==> config.mk <==
export PLATFORM = sky130hd
export DESIGN_NAME = nonce_result_scanner_flat
export DESIGN_NICKNAME = d
export VERILOG_FILES = /design/src/rtl/bitcoin_pkg.sv /design/src/rtl/nonce_result_scanner_if.sv /design/src/rtl/nonce_result_scanner_rank.sv /design/src/rtl/nonce_result_scanner.sv /design/src/flat_wrapper.sv
export SDC_FILE = /design/constraint.sdc
export NUM_CORES = 1
export LEC_CHECK = 0
export CORE_ASPECT_RATIO = 1.25
export CORE_UTILIZATION = 51
export DETAILED_ROUTE_END_ITERATION = 8
export PLACE_DENSITY = 0.86
export SLEW_MARGIN = 40
export SYNTH_ARGS = -nofsm -noshare
export SYNTH_HDL_FRONTEND = slang
export SYNTH_SLANG_ARGS = --single-unit
==> constraint.sdc <==
create_clock -name clk -period 3.3 [get_ports clk]
set_clock_uncertainty 0.15 [all_clocks]
set_input_delay 0.495 -clock clk [delete_from_list [all_inputs] [get_ports clk]]
set_output_delay 0.495 -clock clk [all_outputs]
set_load 0.02 [all_outputs]
==> src/rtl/bitcoin_pkg.sv <==
`default_nettype none
//==============================================================================
// bitcoin_pkg : scanner state encoding, summary record layout, shared constants
// Rev 1.0
//==============================================================================
package bitcoin_pkg;

    localparam int DEFAULT_NUM_NONCES = 16;

    localparam int SUM_FLAGS  = 0;
    localparam int SUM_WINNER = 1;
    localparam int SUM_MIN    = 2;

    localparam int FOUND_BIT  = 31;

    localparam logic [31:0] MIN_HASH_INIT = 32'hFFFF_FFFF;

    typedef enum logic [1:0] {
        SCAN_IDLE  = 2'd0,
        SCAN_READ  = 2'd1,
        SCAN_DRAIN = 2'd2,
        SCAN_WRITE = 2'd3
    } scan_state_e;

    function automatic logic [31:0] pack_flags(input logic found, input logic [15:0] hit_count);
        logic [31:0] w;
        w            = {16'b0, hit_count};
        w[FOUND_BIT] = found;
        return w;
    endfunction

endpackage
`default_nettype wire

==> src/rtl/nonce_result_scanner_if.sv <==
`default_nettype none
//==============================================================================
// nonce_result_scanner_if : control, result and memory-port bundle of the scanner
// Rev 1.0
//==============================================================================
interface nonce_result_scanner_if;

    logic        start;
    logic [15:0] result_addr;
    logic [15:0] summary_addr;
    logic [31:0] target;

    logic        done;
    logic        found;
    logic [31:0] winner_nonce;
    logic [31:0] min_hash;
    logic [31:0] min_nonce;
    logic [15:0] hit_count;

    logic        mem_clk;
    logic        mem_we;
    logic [15:0] mem_addr;
    logic [31:0] mem_write_data;
    logic [31:0] mem_read_data;

    modport slave (
        input  start, result_addr, summary_addr, target, mem_read_data,
        output done, found, winner_nonce, min_hash, min_nonce, hit_count,
        output mem_clk, mem_we, mem_addr, mem_write_data
    );

    modport master (
        output start, result_addr, summary_addr, target, mem_read_data,
        input  done, found, winner_nonce, min_hash, min_nonce, hit_count,
        input  mem_clk, mem_we, mem_addr, mem_write_data
    );

endinterface
`default_nettype wire

==> src/rtl/nonce_result_scanner_rank.sv <==
`default_nettype none
//==============================================================================
// hash_rank_unit : registered hit / minimum tracking, one hash word per cycle
// Rev 1.0
//==============================================================================
module hash_rank_unit
    import bitcoin_pkg::*;
(
    input  wire logic        clk,
    input  wire logic        reset_n,
    input  wire logic        clear,
    input  wire logic        eval_en,
    input  wire logic [31:0] hash,
    input  wire logic [31:0] target,
    input  wire logic [31:0] index,
    output logic             found,
    output logic [15:0]      hit_count,
    output logic [31:0]      winner_nonce,
    output logic [31:0]      min_hash,
    output logic [31:0]      min_nonce
);

    logic        found_q,        found_d;
    logic [15:0] hit_count_q,    hit_count_d;
    logic [31:0] winner_nonce_q, winner_nonce_d;
    logic [31:0] min_hash_q,     min_hash_d;
    logic [31:0] min_nonce_q,    min_nonce_d;

    always_comb begin
        found_d        = found_q;
        hit_count_d    = hit_count_q;
        winner_nonce_d = winner_nonce_q;
        min_hash_d     = min_hash_q;
        min_nonce_d    = min_nonce_q;
        if (clear) begin
            found_d        = 1'b0;
            hit_count_d    = 16'd0;
            winner_nonce_d = 32'd0;
            min_hash_d     = MIN_HASH_INIT;
            min_nonce_d    = 32'd0;
        end else if (eval_en) begin
            if (hash < target) begin
                hit_count_d = hit_count_q + 16'd1;
                if (!found_q) begin
                    found_d        = 1'b1;
                    winner_nonce_d = index;
                end
            end
            // Strict compare keeps the earliest index on ties.
            if (hash < min_hash_q) begin
                min_hash_d  = hash;
                min_nonce_d = index;
            end
        end
    end

    always_ff @(posedge clk or negedge reset_n) begin
        if (!reset_n) begin
            found_q        <= 1'b0;
            hit_count_q    <= 16'd0;
            winner_nonce_q <= 32'd0;
            min_hash_q     <= MIN_HASH_INIT;
            min_nonce_q    <= 32'd0;
        end else begin
            found_q        <= found_d;
            hit_count_q    <= hit_count_d;
            winner_nonce_q <= winner_nonce_d;
            min_hash_q     <= min_hash_d;
            min_nonce_q    <= min_nonce_d;
        end
    end

    assign found        = found_q;
    assign hit_count    = hit_count_q;
    assign winner_nonce = winner_nonce_q;
    assign min_hash     = min_hash_q;
    assign min_nonce    = min_nonce_q;

endmodule
`default_nettype wire

==> src/rtl/nonce_result_scanner.sv <==
`default_nettype none
//==============================================================================
// nonce_result_scanner : reads per-nonce H0 words, ranks them, writes a summary
// Rev 1.0
//==============================================================================
module nonce_result_scanner
    import bitcoin_pkg::*;
#(
    parameter int NUM_NONCES = DEFAULT_NUM_NONCES
) (
    input  wire logic              clk,
    input  wire logic              reset_n,
    nonce_result_scanner_if.slave  bus
);

    localparam int              IDX_W    = 9;
    localparam logic [IDX_W-1:0] NUM_IDX  = IDX_W'(NUM_NONCES);
    localparam logic [IDX_W-1:0] LAST_IDX = IDX_W'(NUM_NONCES - 1);

    scan_state_e       state_q,          state_d;
    logic [IDX_W-1:0]  rd_idx_q,         rd_idx_d;
    logic [1:0]        wr_idx_q,         wr_idx_d;
    logic [15:0]       result_addr_q,    result_addr_d;
    logic [15:0]       summary_addr_q,   summary_addr_d;
    logic [31:0]       target_q,         target_d;
    logic              mem_we_q,         mem_we_d;
    logic [15:0]       mem_addr_q,       mem_addr_d;
    logic [31:0]       mem_write_data_q, mem_write_data_d;
    logic              done_q,           done_d;

    logic              rank_clear;
    logic              eval_en;
    logic [IDX_W-1:0]  eval_idx;
    logic              found;
    logic [15:0]       hit_count;
    logic [31:0]       winner_nonce;
    logic [31:0]       min_hash;
    logic [31:0]       min_nonce;

    hash_rank_unit u_rank (
        .clk          (clk),
        .reset_n      (reset_n),
        .clear        (rank_clear),
        .eval_en      (eval_en),
        .hash         (bus.mem_read_data),
        .target       (target_q),
        .index        ({{(32-IDX_W){1'b0}}, eval_idx}),
        .found        (found),
        .hit_count    (hit_count),
        .winner_nonce (winner_nonce),
        .min_hash     (min_hash),
        .min_nonce    (min_nonce)
    );

    // mem_addr is loaded one edge ahead, so rd_idx_q-1 is on the bus and the
    // returning word belongs to rd_idx_q-2.
    always_comb begin
        state_d          = state_q;
        rd_idx_d         = rd_idx_q;
        wr_idx_d         = wr_idx_q;
        result_addr_d    = result_addr_q;
        summary_addr_d   = summary_addr_q;
        target_d         = target_q;
        mem_we_d         = mem_we_q;
        mem_addr_d       = mem_addr_q;
        mem_write_data_d = mem_write_data_q;
        rank_clear       = 1'b0;
        eval_en          = 1'b0;
        eval_idx         = rd_idx_q - IDX_W'(2);

        unique case (state_q)
            SCAN_IDLE: begin
                if (bus.start) begin
                    result_addr_d  = bus.result_addr;
                    summary_addr_d = bus.summary_addr;
                    target_d       = bus.target;
                    mem_addr_d     = bus.result_addr;
                    rd_idx_d       = IDX_W'(1);
                    rank_clear     = 1'b1;
                    state_d        = SCAN_READ;
                end
            end
            SCAN_READ: begin
                eval_en = (rd_idx_q >= IDX_W'(2));
                if (rd_idx_q == NUM_IDX) begin
                    state_d = SCAN_DRAIN;
                end else begin
                    mem_addr_d = result_addr_q + {{(16-IDX_W){1'b0}}, rd_idx_q};
                    rd_idx_d   = rd_idx_q + IDX_W'(1);
                end
            end
            SCAN_DRAIN: begin
                eval_en  = 1'b1;
                eval_idx = LAST_IDX;
                wr_idx_d = 2'd0;
                state_d  = SCAN_WRITE;
            end
            SCAN_WRITE: begin
                // The ranking settles at the end of DRAIN, so each record word
                // is loaded from settled values one cycle into WRITE.
                if (wr_idx_q == 2'd3) begin
                    mem_we_d = 1'b0;
                    state_d  = SCAN_IDLE;
                end else begin
                    mem_we_d   = 1'b1;
                    mem_addr_d = summary_addr_q + {14'b0, wr_idx_q};
                    if (wr_idx_q == 2'(SUM_FLAGS)) begin
                        mem_write_data_d = pack_flags(found, hit_count);
                    end else if (wr_idx_q == 2'(SUM_WINNER)) begin
                        mem_write_data_d = winner_nonce;
                    end else begin
                        mem_write_data_d = min_hash;
                    end
                    wr_idx_d = wr_idx_q + 2'd1;
                end
            end
            default: state_d = SCAN_IDLE;
        endcase

        done_d = (state_d == SCAN_IDLE);
    end

    always_ff @(posedge clk or negedge reset_n) begin
        if (!reset_n) begin
            state_q          <= SCAN_IDLE;
            rd_idx_q         <= '0;
            wr_idx_q         <= 2'd0;
            result_addr_q    <= 16'd0;
            summary_addr_q   <= 16'd0;
            target_q         <= 32'd0;
            mem_we_q         <= 1'b0;
            mem_addr_q       <= 16'd0;
            mem_write_data_q <= 32'd0;
            done_q           <= 1'b1;
        end else begin
            state_q          <= state_d;
            rd_idx_q         <= rd_idx_d;
            wr_idx_q         <= wr_idx_d;
            result_addr_q    <= result_addr_d;
            summary_addr_q   <= summary_addr_d;
            target_q         <= target_d;
            mem_we_q         <= mem_we_d;
            mem_addr_q       <= mem_addr_d;
            mem_write_data_q <= mem_write_data_d;
            done_q           <= done_d;
        end
    end

    assign bus.done           = done_q;
    assign bus.found          = found;
    assign bus.winner_nonce   = winner_nonce;
    assign bus.min_hash       = min_hash;
    assign bus.min_nonce      = min_nonce;
    assign bus.hit_count      = hit_count;
    assign bus.mem_clk        = clk;
    assign bus.mem_we         = mem_we_q;
    assign bus.mem_addr       = mem_addr_q;
    assign bus.mem_write_data = mem_write_data_q;

endmodule
`default_nettype wire

==> src/flat_wrapper.sv <==
// flat-port wrapper written by rule: the top's interface ports become plain ports
module nonce_result_scanner_flat import bitcoin_pkg::*;
#(
    parameter int NUM_NONCES = DEFAULT_NUM_NONCES
)
  (clk, reset_n, bus_start, bus_result_addr, bus_summary_addr, bus_target, bus_mem_read_data, bus_done, bus_found, bus_winner_nonce, bus_min_hash, bus_min_nonce, bus_hit_count, bus_mem_clk, bus_mem_we, bus_mem_addr, bus_mem_write_data);
  nonce_result_scanner_if bus_i ();
  input  wire logic clk;
  input  wire logic reset_n;
  input wire logic [$bits(bus_i.start)-1:0] bus_start;
  input wire logic [$bits(bus_i.result_addr)-1:0] bus_result_addr;
  input wire logic [$bits(bus_i.summary_addr)-1:0] bus_summary_addr;
  input wire logic [$bits(bus_i.target)-1:0] bus_target;
  input wire logic [$bits(bus_i.mem_read_data)-1:0] bus_mem_read_data;
  output wire logic [$bits(bus_i.done)-1:0] bus_done;
  output wire logic [$bits(bus_i.found)-1:0] bus_found;
  output wire logic [$bits(bus_i.winner_nonce)-1:0] bus_winner_nonce;
  output wire logic [$bits(bus_i.min_hash)-1:0] bus_min_hash;
  output wire logic [$bits(bus_i.min_nonce)-1:0] bus_min_nonce;
  output wire logic [$bits(bus_i.hit_count)-1:0] bus_hit_count;
  output wire logic [$bits(bus_i.mem_clk)-1:0] bus_mem_clk;
  output wire logic [$bits(bus_i.mem_we)-1:0] bus_mem_we;
  output wire logic [$bits(bus_i.mem_addr)-1:0] bus_mem_addr;
  output wire logic [$bits(bus_i.mem_write_data)-1:0] bus_mem_write_data;
  assign bus_i.start = bus_start;
  assign bus_i.result_addr = bus_result_addr;
  assign bus_i.summary_addr = bus_summary_addr;
  assign bus_i.target = bus_target;
  assign bus_i.mem_read_data = bus_mem_read_data;
  assign bus_done = bus_i.done;
  assign bus_found = bus_i.found;
  assign bus_winner_nonce = bus_i.winner_nonce;
  assign bus_min_hash = bus_i.min_hash;
  assign bus_min_nonce = bus_i.min_nonce;
  assign bus_hit_count = bus_i.hit_count;
  assign bus_mem_clk = bus_i.mem_clk;
  assign bus_mem_we = bus_i.mem_we;
  assign bus_mem_addr = bus_i.mem_addr;
  assign bus_mem_write_data = bus_i.mem_write_data;
  nonce_result_scanner #(.NUM_NONCES(NUM_NONCES)) u_core (.clk(clk), .reset_n(reset_n), .bus(bus_i));
endmodule
==> key figures, run 1 <==
Global route
  – Met1 global-route usage: 32.6%
  – Global-route wire length before repair: 49.4 mm
  – Met2 Resource Use GR: 48.3%
  – Vias in the first global route: 9,767
  – Largest net degree at the start of global routing: 92
  – Initial antenna violation count: 0
  – Grt peak-use layer: met2
  – Gr ovfl total: 0
  – GR Util All Layers: 28.1%
  – Met3 Use GR: 6.90%

STA
  – Worst slew pin tran: 0.823 ns
  – Final setup fails: 0
  – Post-route setup TNS: 0 ns
  – RSZ-0062 raised after global routing: no
  – F_max: 0.312 GHz
  – Final Max Slew Viols: 0
  – Fin crit period: 3.21 ns
  – Final Hold Slack: 0.264 ns
  – Fin. Hold Viols: 0
  – Post-route clock period utilization: 97.1%
  – Relative max-transition margin: 45.2%

Setup path
  – Worst-path fanout max: 8
  – Worst EP arrival: 3.47 ns
  – Startpoint type of the worst setup path: register
  – R2R cell count: 11
  – R2R setup slack: 0.09 ns
  – Reg2reg start: u_core.rd_idx_q[1]$_DFFE_PN0P_
  – CP endpoint kind: register
  – CP Class: register to register
  – Critical Path RT: 3.56 ns
  – R2R Path End: u_core.u_rank.hit_count[3]$_DFFE_PN0P_

Floorplan
  – Die height: 167 um
  – Site Rows: 60
  – Initial Util: 51.8%
  – # IOs: 263
  – Core area: 0.0215 mm2
  – Die width: 134 um
  – Die area: 0.0224 mm2

Yosys
  – Register area share after synthesis: 44.0%
  – Mapped Cells: 1,223
  – Mean post-synth cell area: 9.10 um2
  – Flops & latches, synth: 194
  – Post-Syn Area: 0.0111 mm2
  – Post-synth ARST share: 100%
  – Yosys synthesis warning count: 0
  – Synth Flop Type: dfrtp_1
  – Yosys cell types: 60
  – EDFF count, synth: 0

Layout
  – Reg area: 0.00490 mm2
  – Fill cells: 1,709
  – N_diodes: 0
  – Final net count: 1,628
  – Most frequent cells in the layout: clkdlybuf4s50_1, nand2_1, dfrtp_1
  – Area of the multi-input gates: 0.00550 mm2
  – Area growth syn-to-layout: 28.5%
  – Layout cells sized above 1: 8.74%
  – Commonest non-fill, non-tap cell in the layout: clkdlybuf4s50_1
  – Final core area utilization: 66.6%

Placement
  – IO buf count: 216
  – HPWL Detailed: 23.2 mm
  – GP Congestion: 0.937

Job
  – Max-Cap Viols: 0

CTS
  – CTS tree: built
  – Clk_lat worst skew: 0.56 ns
  – Clock Pin Slew Worst Setup and Hold Paths: 0.08 ns

Power
  – Peak VDD IR: 521 uV
  – Pwr Total: 12.9 mW
  – Leak pwr: 6.75 nW
  – PD cells: 899 mW/mm2

Drt
  – Routed WL: 31.2 mm
  – Residual DRC: 0
  – Routed vias/inst: 5.71
  – Number of routed nets with antenna violations: 0
  – Routed vias: 9,885
  – Drt wl/cell: 18.0 um
  – TritonRoute pass-1 iters: 5
  – Iter 0 DRT Violations: 767

Outcome
  – Outcome: completed

Min path
  – HP Class: primary input to asynchronous set/reset pin
worst max path at each step:
stage | startpoint | to | slack (ns) | cells after the start
2_1_floorplan | bus_mem_read_data[4] | u_core.u_rank.winner_nonce[6]$_DFFE_PN0P_ | 0.57 | 10
3_3_place_gp | bus_mem_read_data[4] | u_core.u_rank.hit_count[4]$_DFFE_PN0P_ | -0.13 | 11
3_5_place_dp | bus_mem_read_data[4] | u_core.u_rank.hit_count[11]$_DFFE_PN0P_ | -0.23 | 12
4_1_cts | u_core.rd_idx_q[1]$_DFFE_PN0P_ | u_core.u_rank.hit_count[11]$_DFFE_PN0P_ | 0.17 | 10
5_1_grt | u_core.rd_idx_q[1]$_DFFE_PN0P_ | u_core.u_rank.hit_count[3]$_DFFE_PN0P_ | 0.02 | 11
6_report | u_core.rd_idx_q[1]$_DFFE_PN0P_ | u_core.u_rank.hit_count[3]$_DFFE_PN0P_ | 0.09 | 11
worst max-delay path, cell delays in order (launching register included):
cell and delay, ns:
dfrtp_1 0.50, inv_1 0.17, ha_1 0.26, or3b_1 0.24
nor3b_1 0.09, o21ai_1 0.40, o211ai_2 0.36, nand2b_1 0.28
a21oi_2 0.22, buf_4 0.18, xnor2_1 0.15, nor2_1 0.07
what timing repair did:
item,4_1_cts,5_1_grt
endpoints found under the setup margin,0,2
hold buffers,1,0
hold endpoints to repair,84,0
setup buffers,0,0
resized for setup,0,1
synth_stat cells, types with 3 or more instances:
cell type | n | area, um2
nor3_1 | 40 | 200
and3_1 | 6 | 37.5
nand2b_1 | 8 | 50.1
a22oi_1 | 8 | 60.1
a31oi_1 | 34 | 213
xor2_1 | 16 | 140
buf_2 | 7 | 35.0
nor2_1 | 67 | 251
dfstp_2 | 33 | 867
o21a_1 | 4 | 30.0
nand4_1 | 19 | 119
mux2i_1 | 17 | 170
a211oi_1 | 8 | 60.1
a22o_1 | 25 | 219
buf_4 | 47 | 353
buf_1 | 6 | 22.5
and4_1 | 7 | 61.3
o31ai_1 | 6 | 45.0
a21boi_0 | 3 | 22.5
a221oi_1 | 7 | 61.3
nand3_1 | 32 | 160
nand2_1 | 206 | 773
xnor2_1 | 27 | 236
a21o_1 | 19 | 143
nor2b_1 | 3 | 18.8
dfrtp_1 | 161 | 4030
clkbuf_1 | 47 | 176
a21oi_1 | 58 | 290
inv_1 | 83 | 312
o211ai_1 | 3 | 22.5
o21ai_0 | 88 | 440
nor4_1 | 3 | 18.8
ha_1 | 87 | 1090
through the flow:
stage	instances	worst slack, ns	instance area, um2
2_1_floorplan	1268	0.573	11300
6_report	1732	0.0944	14300
3_5_place_dp	1695	-0.232	13600
4_1_cts	1731	0.173	14300
5_1_grt	1732	0.0190	14300
3_3_place_gp	1695	-0.132	13600
sequential cells by signal (all words and copies together), names as in the netlist:
register and cells:
u_core.summary_addr_q 16, u_core.bus.done 1, u_core.state_q 2, u_core.u_rank.winner_nonce 9, u_core.u_rank.min_nonce 9, u_core.wr_idx_q 2
u_core.u_rank.min_hash 32, u_core.u_rank.found 1, u_core.bus.mem_write_data 32, u_core.u_rank.hit_count 16, u_core.result_addr_q 16, u_core.rd_idx_q 9
u_core.bus.mem_we 1, u_core.bus.mem_addr 16, u_core.target_q 32
cells by family after synthesis:
kind of cell    after synthesis  share of synthesized area [%]
simple gates                400                           15.8
fa+ha+maj                    89                           10.1
other cells                   1                         0.0337
flops                       194                           44.0
xor+xnor                     43                           3.38
mux                          18                           1.63
buf+inv                     192                           8.27
compound gates              286                           16.8
cell type report:
| class | instances | area share (%) |
|---|---|---|
| clock buffer | 22 | 3.67 |
| clock inverter | 14 | 1.13 |
| multi-input combinational | 882 | 38.5 |
| timing repair buffer | 258 | 17.9 |
| sequential | 194 | 34.2 |
| tap | 279 | 2.44 |
| inverter | 83 | 2.18 |
metal layers:
layer / vias to the layer above / share of wire, %
li1: 4581 / -
met1: 4758 / 37
met2: 450 / 51
met3: 96 / 7.5
met4: 0 / 4.4
met5: - / 0
power by group:
part           total, mW  leakage [nW]  switching (mW)  internal (mW)
clock               2.35         0.334            1.08           1.28
combinational       6.41          4.01            3.75           2.65
sequential          4.09          2.41           0.710           3.38
(Power assumes the default switching activity.)
==> run 2: changes to the inputs <==
Settings changed: CORE_ASPECT_RATIO 1.25 to unset.
==> run 2 against run 1 <==
Net effect: hold slack worse by 0.012 ns; largest cell class unchanged; routed wire length decreased by 1.2%; sequential share of layout area about the same; highest routed layer unchanged; final cell count about the same; cell area hardly changed.
==> key figures, run 2 (synthesis results as in run 1) <==
Setup path
  – Startpoint type of the worst setup path: clock port
  – R2R Path End: u_core.bus.mem_addr[14]$_DFFE_PN0P_
  – CP endpoint kind: primary output
  – Cell Chain, Critical Path: clkbuf_16 > clkbuf_16 > clkdlybuf4s50_1
  – Worst EP arrival: 2.42 ns (-1.05 ns)
  – Critical Path Slowest Stage Cell: clkdlybuf4s50_1
  – Slowest stage delay, CP: 0.52 ns (+0.02 ns)
  – Reg2reg start: u_core.rd_idx_q[0]$_DFFE_PN0P_
  – R2R setup slack: 0.25 ns (+0.16 ns)
  – Most used cell along the critical path: clkbuf_16
  – Worst-path fanout max: 2 (-6)
  – Critical Path RT: 2.65 ns (-0.91 ns)
  – R2R cell count: 11 (unchanged)
  – CP Class: clock port to primary output

STA
  – Fin. Hold Viols: 0 (unchanged)
  – F_max: 0.328 GHz (+5.1%)
  – Final Max Slew Viols: 0 (unchanged)
  – Fin crit period: 3.06 ns (-0.144 ns)
  – Post-route setup TNS: 0 ns (unchanged)
  – RSZ-0062 raised after global routing: no
  – Post-route clock period utilization: 92.8% (-4.4 points)
  – Relative max-transition margin: 54.7% (+9.5 points)
  – Final setup fails: 0 (unchanged)
  – Worst slew pin tran: 0.671 ns (-0.152 ns)

Drt
  – Routed WL: 30.8 mm (-1.2%)
  – TritonRoute pass-1 iters: 6 (+1)
  – Iter 0 DRT Violations: 815 (+6.3%)
  – Routed vias: 9,919 (+0.34%)
  – Residual DRC: 0 (unchanged)
  – Routed vias/inst: 5.73 (+0.40%)
  – Number of routed nets with antenna violations: 0 (unchanged)
  – Drt wl/cell: 17.8 um (-1.2%)

Layout
  – Layout cells sized above 1: 8.73% (about the same)
  – Fin area: 0.0143 mm2 (about the same)
  – Most frequent cells in the layout: clkdlybuf4s50_1, nand2_1, dfrtp_1
  – Commonest non-fill, non-tap cell in the layout: clkdlybuf4s50_1
  – Area growth syn-to-layout: 28.4% (about the same)
  – Final net count: 1,629 (+0.061%)
  – Fill cells: 1,617 (-5.4%)

Power
  – Peak VDD IR: 378 uV (-27%)
  – PD cells: 897 mW/mm2 (-0.20%)
  – Leak pwr: 6.75 nW (about the same)
  – Pwr Total: 12.8 mW (-0.22%)

Global route
  – Initial antenna violation count: 2 (+2)
  – Grt peak-use layer: met2
  – Met3 Use GR: 4.88% (-2.0 points)
  – GR Util All Layers: 28.4% (+0.26 points)
  – Met1 global-route usage: 38.6% (+6.0 points)
  – Largest net degree at the start of global routing: 93 (+1.1%)
  – Met2 Resource Use GR: 43.8% (-4.5 points)
  – Global-route wire length before repair: 49.0 mm (-0.66%)
  – Gr ovfl total: 0 (unchanged)
  – Vias in the first global route: 9,481 (-2.9%)

Floorplan
  – Core area: 0.0212 mm2 (-1.2%)
  – Initial Util: 52.5% (+0.61 points)
  – Site Rows: 53 (-12%)
  – Die area: 0.0224 mm2 (about the same)
  – Die width: 150 um (+12%)
  – Die height: 150 um (-10%)
  – # IOs: 263 (unchanged)

Placement
  – Cell Area, Placed: 0.0136 mm2 (about the same)
  – HPWL Detailed: 22.8 mm (-1.6%)
  – GP Congestion: 0.906 (-3.4%)
  – IO buf count: 216 (unchanged)

CTS
  – Clock Pin Slew Worst Setup and Hold Paths: 0.07 ns (about the same)
  – Clk_lat worst skew: 0.55 ns (about the same)
  – Post-cts sizing count: 0 (unchanged)
  – CTS tree: built
  – Post-CTS Setup Bufs: 0 (unchanged)

Min path
  – HP Class: primary input to asynchronous set/reset pin

Job
  – Max-Cap Viols: 0 (unchanged)

Outcome
  – Outcome: completed
-- run 2: cell count changes in the layout (fill, tap and decap cells not counted), sizes merged --
cell | previous run | this run
buf | 42 | 43
bufinv | 1 | 2
clkbuf | 22 | 23
clkinvlp | 1 | 3
diode | 0 | 2
inv | 91 | 87
-- run 2: layout make-up --
cell class	count	area, um2	share of cell area, %
Clock buffer	23	528	3.69
Sequential cell	194	4900	34.2
Clock inverter	13	151	1.06
Antenna cell	2	5.00	0.0350
Inverter	83	312	2.18
Multi-Input combinational cell	882	5500	38.5
Tap cell	275	344	2.41
Timing Repair Buffer	259	2560	17.9
-- run 2: worst max-delay path by stage --
stage | depth (start not counted) | start | slack (ns) | to
after floorplan | 10 | bus_mem_read_data[4] | 0.57 | u_core.u_rank.winner_nonce[6]$_DFFE_PN0P_
after global placement | 12 | bus_mem_read_data[4] | -0.08 | u_core.u_rank.hit_count[5]$_DFFE_PN0P_
after detailed placement | 12 | bus_mem_read_data[4] | -0.13 | u_core.u_rank.hit_count[5]$_DFFE_PN0P_
after CTS | 3 | clk | 0.23 | bus_mem_clk
after global routing | 11 | u_core.rd_idx_q[0]$_DFFE_PN0P_ | 0.07 | u_core.bus.mem_addr[14]$_DFFE_PN0P_
final | 3 | clk | 0.24 | bus_mem_clk
-- run 2: worst max-delay path: cells and delay by family --
kind / cells / cell delay (ns)
buffers and inverters: 3 / 0.76
-- run 2: metrics by stage --
step / std cells / worst slack, ns / hold slack [ns] / utilization, %
after floorplan: 1268 / 0.573 / 0.0494 / -
after global placement: 1692 / -0.0800 / 0.311 / 64.0
after detailed placement: 1692 / -0.128 / 0.319 / 64.0
after CTS: 1728 / 0.232 / 0.308 / 67.2
after global routing: 1731 / 0.0734 / 0.262 / 67.4
final: 1731 / 0.239 / 0.252 / 67.4
-- run 2: what timing repair did --
action,4_1_cts,5_1_grt
hold buffers,1,0
endpoints found under the hold margin,63,0
setup endpoints to repair,0,0
-- run 2: where the power goes --
part | switching (mW) | internal, mW
Sequential | 0.695 | 3.38
Combinational | 3.78 | 2.64
Clock | 1.00 | 1.33
-- run 2: routing by layer --
layer | share of wire, % | routed length [um]
met1 | 42 | 12900
met2 | 47 | 14400
met3 | 7.7 | 2370
met4 | 3.7 | 1150
met5 | 0 | 0
